==> config.mk <==
export PLATFORM = sky130hd
export DESIGN_NAME = wfg_core_seq
export DESIGN_NICKNAME = d
export VERILOG_FILES = /design/src/rtl/wfg_core_pkg.sv /design/src/rtl/wfg_core_timebase.sv /design/src/rtl/wfg_core_seq.sv
export SDC_FILE = /design/constraint.sdc
export NUM_CORES = 1
export LEC_CHECK = 0
export BUFFER_PORTS_ARGS = -buffer_cell sky130_fd_sc_hd__clkbuf_2
export CORE_ASPECT_RATIO = 1.75
export CORE_MARGIN = 4
export CORE_UTILIZATION = 45
export CTS_CLUSTER_DIAMETER = 60
export DETAILED_ROUTE_END_ITERATION = 12
export PLACE_DENSITY = 0.71
export SETUP_SLACK_MARGIN = 0.15
export SKIP_LAST_GASP = 1
export SLEW_MARGIN = 25
export SYNTH_ARGS = -nofsm -noshare
export SYNTH_HDL_FRONTEND = slang
export SYNTH_SLANG_ARGS = --single-unit
==> constraint.sdc <==
create_clock -name wb_clk_i -period 2.88 [get_ports wb_clk_i]
set_input_delay 0.144 -clock wb_clk_i [delete_from_list [all_inputs] [get_ports wb_clk_i]]
set_output_delay 0.144 -clock wb_clk_i [all_outputs]
set_load 0.01 [all_outputs]
==> src/rtl/wfg_core_pkg.sv <==
// Shared types and constants for the waveform-generator core timing engine.
// Holds the run-state enumeration and the mode_i encodings.
package wfg_core_pkg;

  typedef enum logic [1:0] {
    StIdle = 2'd0,
    StRun  = 2'd1,
    StHold = 2'd2
  } wfg_state_e;

  localparam logic MODE_CONT  = 1'b0;
  localparam logic MODE_BURST = 1'b1;

endpackage

==> src/rtl/wfg_core_timebase.sv <==
// Nested subcycle/sync counters with shadowed thresholds.
// Ports:
//   clk_i, rst_i        clock, synchronous active-high reset
//   start_i             load shadows from the inputs and zero sc/si (run entry)
//   adv_i               advance the counters by one clock (steady RUN)
//   sub_thr_i           subcycle threshold (subcycle = sub_thr_i+1 clocks)
//   sync_thr_i          sync threshold (sync period = sync_thr_i+1 subcycles)
//   sc_next_o/si_next_o counter values that take effect on the next edge
//   sub_wrap_o          sc is at its last clock of the subcycle
//   sync_wrap_o         sc and si are both at the last clock of the sync period
// With neither start_i nor adv_i asserted, the counters are held at zero.
module wfg_core_timebase #(
  parameter int unsigned SUBW  = 16,
  parameter int unsigned SYNCW = 8
) (
  input  logic             clk_i,
  input  logic             rst_i,
  input  logic             start_i,
  input  logic             adv_i,
  input  logic [SUBW-1:0]  sub_thr_i,
  input  logic [SYNCW-1:0] sync_thr_i,
  output logic [SUBW-1:0]  sc_next_o,
  output logic [SYNCW-1:0] si_next_o,
  output logic             sub_wrap_o,
  output logic             sync_wrap_o
);

  logic [SUBW-1:0]  sc_q, sc_d;
  logic [SYNCW-1:0] si_q, si_d;
  logic [SUBW-1:0]  sub_shadow_q, sub_shadow_d;
  logic [SYNCW-1:0] sync_shadow_q, sync_shadow_d;

  // Equality against the shadow, never overflow, defines the wrap points.
  assign sub_wrap_o  = (sc_q == sub_shadow_q);
  assign sync_wrap_o = sub_wrap_o && (si_q == sync_shadow_q);

  always_comb begin
    sc_d          = '0;
    si_d          = '0;
    sub_shadow_d  = sub_shadow_q;
    sync_shadow_d = sync_shadow_q;
    if (start_i) begin
      sub_shadow_d  = sub_thr_i;
      sync_shadow_d = sync_thr_i;
    end else if (adv_i) begin
      if (sub_wrap_o) begin
        if (sync_wrap_o) begin
          // Reconfiguration lands only here, so a period is never torn.
          sub_shadow_d  = sub_thr_i;
          sync_shadow_d = sync_thr_i;
        end else begin
          si_d = si_q + SYNCW'(1);
        end
      end else begin
        sc_d = sc_q + SUBW'(1);
        si_d = si_q;
      end
    end
  end

  assign sc_next_o = sc_d;
  assign si_next_o = si_d;

  always_ff @(posedge clk_i) begin
    if (rst_i) begin
      sc_q          <= '0;
      si_q          <= '0;
      sub_shadow_q  <= '0;
      sync_shadow_q <= '0;
    end else begin
      sc_q          <= sc_d;
      si_q          <= si_d;
      sub_shadow_q  <= sub_shadow_d;
      sync_shadow_q <= sync_shadow_d;
    end
  end

endmodule

==> src/rtl/wfg_core_seq.sv <==
// Waveform-generator core timing engine: run FSM, burst counter, per-channel
// phase comparators and registered strobe outputs.
// Ports:
//   wb_clk_i, wb_rst_i       clock, synchronous active-high reset
//   en_i, mode_i             run enable (level); 0 continuous / 1 burst
//   subcycle_cnt_i           subcycle length minus one
//   sync_cnt_i               sync period length in subcycles minus one
//   burst_len_i              sync periods per burst (0 behaves as 1)
//   ch_phase_i               per-channel subcycle index, SYNCW bits per channel
//   wfg_pat_*_o              sync/subcycle/start strobes and subcycle index
//   ch_strobe_o              per-channel phase strobes
//   done_o, active_o         burst-complete strobe, running indication
// All outputs are registered from next-state values so they line up with the
// cycle they describe.
module wfg_core_seq
  import wfg_core_pkg::*;
#(
  parameter int unsigned SUBW   = 16,
  parameter int unsigned SYNCW  = 8,
  parameter int unsigned BURSTW = 8,
  parameter int unsigned NCH    = 4
) (
  input  logic                 wb_clk_i,
  input  logic                 wb_rst_i,
  input  logic                 en_i,
  input  logic                 mode_i,
  input  logic [SUBW-1:0]      subcycle_cnt_i,
  input  logic [SYNCW-1:0]     sync_cnt_i,
  input  logic [BURSTW-1:0]    burst_len_i,
  input  logic [NCH*SYNCW-1:0] ch_phase_i,
  output logic                 wfg_pat_sync_o,
  output logic                 wfg_pat_subcycle_o,
  output logic                 wfg_pat_start_o,
  output logic [SYNCW-1:0]     wfg_pat_subcycle_cnt_o,
  output logic [NCH-1:0]       ch_strobe_o,
  output logic                 done_o,
  output logic                 active_o
);

  wfg_state_e state_q, state_d;
  logic              mode_q, mode_d;
  logic [BURSTW-1:0] blen_q, blen_d;
  logic [BURSTW-1:0] bc_q, bc_d;
  logic [BURSTW-1:0] bc_last;

  logic             tb_start, tb_adv;
  logic [SUBW-1:0]  sc_next;
  logic [SYNCW-1:0] si_next;
  logic             sub_wrap, sync_wrap;

  logic             run_d, sub_start_d;
  logic             sync_d, subcycle_d, start_d, done_d;
  logic [SYNCW-1:0] cnt_d;
  logic [NCH-1:0]   ch_d;

  // Index of the final period of a burst; a zero length runs one period.
  assign bc_last = (blen_q == '0) ? '0 : blen_q - BURSTW'(1);

  always_comb begin
    state_d = state_q;
    unique case (state_q)
      StIdle: if (en_i) state_d = StRun;
      StRun: begin
        // en_i low wins over a coincident burst end: no done_o.
        if (!en_i) begin
          state_d = StIdle;
        end else if (sync_wrap && (mode_q == MODE_BURST) && (bc_q == bc_last)) begin
          state_d = StHold;
        end
      end
      StHold: if (!en_i) state_d = StIdle;
      default: state_d = StIdle;
    endcase
  end

  assign tb_start = (state_q == StIdle) && (state_d == StRun);
  assign tb_adv   = (state_q == StRun) && (state_d == StRun);

  always_comb begin
    mode_d = mode_q;
    blen_d = blen_q;
    bc_d   = '0;
    if (tb_start) begin
      mode_d = mode_i;
      // Burst length is fixed for the whole burst.
      blen_d = burst_len_i;
    end else if (tb_adv) begin
      bc_d = bc_q;
      if (sync_wrap && (mode_q == MODE_BURST)) bc_d = bc_q + BURSTW'(1);
    end
  end

  wfg_core_timebase #(
    .SUBW (SUBW),
    .SYNCW(SYNCW)
  ) u_timebase (
    .clk_i      (wb_clk_i),
    .rst_i      (wb_rst_i),
    .start_i    (tb_start),
    .adv_i      (tb_adv),
    .sub_thr_i  (subcycle_cnt_i),
    .sync_thr_i (sync_cnt_i),
    .sc_next_o  (sc_next),
    .si_next_o  (si_next),
    .sub_wrap_o (sub_wrap),
    .sync_wrap_o(sync_wrap)
  );

  always_comb begin
    run_d       = (state_d == StRun);
    sub_start_d = run_d && (sc_next == '0);
    subcycle_d  = sub_start_d;
    sync_d      = sub_start_d && (si_next == '0);
    start_d     = tb_start;
    done_d      = (state_q == StRun) && (state_d == StHold);
    cnt_d       = run_d ? si_next : '0;
    ch_d        = '0;
    // si never exceeds the current sync threshold, so an out-of-range phase stays silent.
    for (int c = 0; c < NCH; c++) begin
      ch_d[c] = sub_start_d && (si_next == ch_phase_i[c*SYNCW +: SYNCW]);
    end
  end

  always_ff @(posedge wb_clk_i) begin
    if (wb_rst_i) begin
      state_q                <= StIdle;
      mode_q                 <= MODE_CONT;
      blen_q                 <= '0;
      bc_q                   <= '0;
      wfg_pat_sync_o         <= 1'b0;
      wfg_pat_subcycle_o     <= 1'b0;
      wfg_pat_start_o        <= 1'b0;
      wfg_pat_subcycle_cnt_o <= '0;
      ch_strobe_o            <= '0;
      done_o                 <= 1'b0;
      active_o               <= 1'b0;
    end else begin
      state_q                <= state_d;
      mode_q                 <= mode_d;
      blen_q                 <= blen_d;
      bc_q                   <= bc_d;
      wfg_pat_sync_o         <= sync_d;
      wfg_pat_subcycle_o     <= subcycle_d;
      wfg_pat_start_o        <= start_d;
      wfg_pat_subcycle_cnt_o <= cnt_d;
      ch_strobe_o            <= ch_d;
      done_o                 <= done_d;
      active_o               <= run_d;
    end
  end

endmodule

==> results list <==
- Worst r2r dst: ch_strobe_o[3]$_SDFF_PP0_
* Die width: 90.1 um
- Number of pins exceeding their max-slew limit in the final report: 0
- # H-tree levels: 3
* Warnings from Yosys: 0
* Path depth of the worst reg2reg path: 10
- Failing checks: negative setup slack
* Final wirelength: 20500 um
* Average routed wire per standard cell: 20.9 um
- Place WS: -0.431 ns
- Ranking of synthesized cells by area: sky130_fd_sc_hd__dfxtp_1 32%, sky130_fd_sc_hd__xor2_1 7.4%, sky130_fd_sc_hd__nor2_1 6.4%
* Most used flip-flop cell after synthesis: sky130_fd_sc_hd__dfxtp_1
- Of all flip-flops after synthesis, the portion carrying an async set or reset was 0%.
- In this run the power density over the cells is 398 nW/um^2.
- Post-synth top cells: 91 x sky130_fd_sc_hd__nor2_1, 84 x sky130_fd_sc_hd__dfxtp_1, 63 x sky130_fd_sc_hd__nand2_1
- Leakage: 2.95 nW
* Initial antenna violation count: 0
- At the worst endpoint, the required time is 3.14 ns.
* Largest net degree at the start of global routing: 42
* Worst Hold Class: input pin to flop
- At the end of routability-driven placement, the weighted congestion stood at 0.982.
* Post-synthesis cell count: 689
- For this run the aggregate overflow at the end of global routing stands at 0.
- Clock Latency Late Sink: 0.34 ns
* Antenna diode count: 0
- The number of placed instances, taps included, is 954.
- In this run the cell area of the synthesized design comes to 5310 um^2.
- The number of clock buffers added by TritonCTS is 9.
- Vias per std cell: 6.10
- Startpoint type of the worst setup path: flop
* Library cell occupying the most area in the post-synthesis netlist: sky130_fd_sc_hd__dfxtp_1
- Sequential elements use 31.7% of the synthesized area.
- The first global-routing pass estimated 30200 um of wire.
- TritonCTS built the clock tree.
- Counting distinct cell types in the post-synthesis netlist gives 60.
- During placement, the flow inserted port buffers numbering 84.
- Highest clock rate: 340 MHz
- Worst setup slack for register-to-register paths: -0.06 ns
- The critical path starts at blen_q[2]$_SDFFE_PP0N_.
- The via count of the first global-routing pass came to 5791.
- For the finished layout, the period the worst path requires is 2.94 ns.
- Synthesized flop and latch total: 84
- The flow ran to the end, but the final reports show violations.
- GRT Resource Usage Total: 28.4%
- Number of buffers added to fix hold violations after cts: 0
- Clock tree synthesis selected as its root buffer the cell sky130_fd_sc_hd__clkbuf_16.
- ANT nets after route: 0
- Routed via count: 6004
* Avg Cell Area, Syn: 7.71 um^2
* Worst setup path end: ch_strobe_o[3]$_SDFF_PP0_
* Standard-cell rows: 52
* Library cell with the highest instance count after synthesis: sky130_fd_sc_hd__nor2_1
* Fraction of layout cells with a size suffix above 1: 31.3%
- Once detailed placement completed, the half-perimeter wirelength came to 15400 um.
- The floorplan step set the die height to 152 um.
* Area of the core region: 11600 um^2
- Maximum ir drop on the vdd rail: 358 uV
- Maximum clock path buffer count: 2
* Slew at the pin with the worst max-slew slack: 0.684 ns
- Of the post-synthesis cell area, the dominant cell type holds 31.7%.
- During I/O placement, the number of pins put on the boundary was 85.
- Setup violations remaining at the end of the flow were counted as 7.
- Startpoint of the lowest-slack register-to-register path: blen_q[2]$_SDFFE_PP0N_
- Number of remaining DRC errors: 0
* CTS sink cnt: 84
* Startpoint-to-endpoint class of the critical path: flop to flop
- Data on the critical path arrives at its endpoint at 3.20 ns.
* Relative slew margins: 54.2%
- STA classifies the critical path endpoint as a flop.
- Setup slack on the critical path of the routed design comes to -0.0634 ns.
* Maximum fanout count along the critical path: 6
- The count of endpoints failing hold in the final timing report came to 0.
* Final net count: 917
- Syn nets: 761
- The first detailed-routing pass took 5 iterations.
- The area growth from synthesis to layout is 36.3%.
- Clock-pin slew was measured on the worst setup and hold paths at 0.07 ns.
* Number of cells in the finished layout apart from fillers: 985
- Setup repair after global routing could not meet its margin everywhere.
- Across the routed clock network, the largest skew measured is 0.00640 ns.
- Number of synthesized flops with an enable pin: 0
- Initial cell density of the core: 45.9%
- Number of maximum-capacitance violations: 0
- The die covers 13700 um^2.
* Part of the cycle the worst path needs: 102%
- Layout filler cell count: 1025
- The first routing iteration left 397 violations.
-- state kept, by name (all words and copies together), names as in the netlist --
register and count:
active_o 1, bc_q 8, blen_q 8, ch_strobe_o 4, done_o 1, mode_q 1, state_q 2, u_timebase.sc_q 16
u_timebase.si_q 8, u_timebase.sub_shadow_q 16, u_timebase.sync_shadow_q 8, wfg_pat_start_o 1, wfg_pat_subcycle_cnt_o 8, wfg_pat_subcycle_o 1, wfg_pat_sync_o 1
-- how the worst min path moves through the flow --
stage / slack, ns / end / depth (start not counted) / start
finish: 0.02 / blen_q[3]$_SDFFE_PP0N_ / 3 / burst_len_i[3]
global route: 0.03 / mode_q$_SDFFE_PP0N_ / 3 / mode_i
CTS: 0.02 / mode_q$_SDFFE_PP0N_ / 3 / mode_i
detailed placement: 0.37 / mode_q$_SDFFE_PP0N_ / 3 / mode_i
global placement: 0.37 / blen_q[7]$_SDFFE_PP0N_ / 3 / burst_len_i[7]
floorplan: 0.27 / blen_q[0]$_SDFFE_PP0N_ / 2 / burst_len_i[0]
-- stage by stage --
step	power (W)	TNS (ns)	cell area [um^2]	hold WS, ns	utilization, %
floorplan	0.00152	0	5360	0.272	-
detailed placement	0.00175	-1.39	6450	0.373	55.7
finish	0.00288	-0.198	7240	0.0243	62.5
global placement	0.00174	-1.11	6450	0.370	55.7
global route	0.00300	-3.76	7240	0.0282	62.5
CTS	0.00283	-0.0818	6860	0.0181	59.2
-- area by class of cell --
type / count / area (um^2) / area share (%)
Multi-Input combinational cell: 554 / 3740 / 51.7
Sequential cell: 84 / 1690 / 23.3
Timing Repair Buffer: 190 / 1350 / 18.6
Clock buffer: 11 / 233 / 3.22
Tap cell: 135 / 169 / 2.33
Clock inverter: 5 / 38.8 / 0.536
Inverter: 6 / 22.5 / 0.311
-- critical path, stage by stage, from the launching register on --
cell and delay, ns:
sky130_fd_sc_hd__dfxtp_2 0.32, sky130_fd_sc_hd__or4_4 0.56, sky130_fd_sc_hd__or3_4 0.37, sky130_fd_sc_hd__and4b_1 0.21, sky130_fd_sc_hd__nor4_4 0.29, sky130_fd_sc_hd__nor4_4 0.09
sky130_fd_sc_hd__buf_4 0.16, sky130_fd_sc_hd__a211oi_2 0.21, sky130_fd_sc_hd__buf_4 0.18, sky130_fd_sc_hd__nand4_1 0.24, sky130_fd_sc_hd__nor3_2 0.26
-- cell families after synthesis --
family / synth area share (%)
mux: 5.84
buf+inv: 3.98
simple gates: 29.1
compound gates: 18.5
xor+xnor: 9.90
flops: 31.7
fa+ha+maj: 0.943
-- layout by cell type (no fill, tap or decap), drive strengths merged, types with 5 or more instances in the layout --
master,instances
inv,6
mux2i,31
clkbuf,97
a21oi,50
and4,5
nor2b,7
nor3,14
xnor2,15
and2,5
a31oi,11
or3,18
nand4,13
and3,15
a22oi,8
nand2b,7
a2111oi,12
nand2,63
nor2,91
nor4,18
xor2,45
o21ai,32
nand3,30
buf,104
dfxtp,84
o22ai,7
-- routing by layer --
| metal | share of wire [%] | global-route usage [%] |
|---|---|---|
| met5 | 0 | 0 |
| met4 | 9.0 | 25.8 |
| met3 | 5.1 | 3.95 |
| met2 | 52 | 52.3 |
| met1 | 34 | 27.4 |
-- power by group --
part | internal (W) | switching (W)
Combinational | 0.000265 | 0.000325
Clock | 0.000588 | 0.000486
Sequential | 0.00120 | 0.0000246
-- what timing repair did --
item / 4_1_cts / 5_1_grt
endpoints found under the setup margin: 45 / 55
gates cloned: 1 / 3
pin swaps: 10 / 23
setup buffers: 6 / 5
gates resized for setup: 28 / 69
Power figures use the tool's default switching activity.
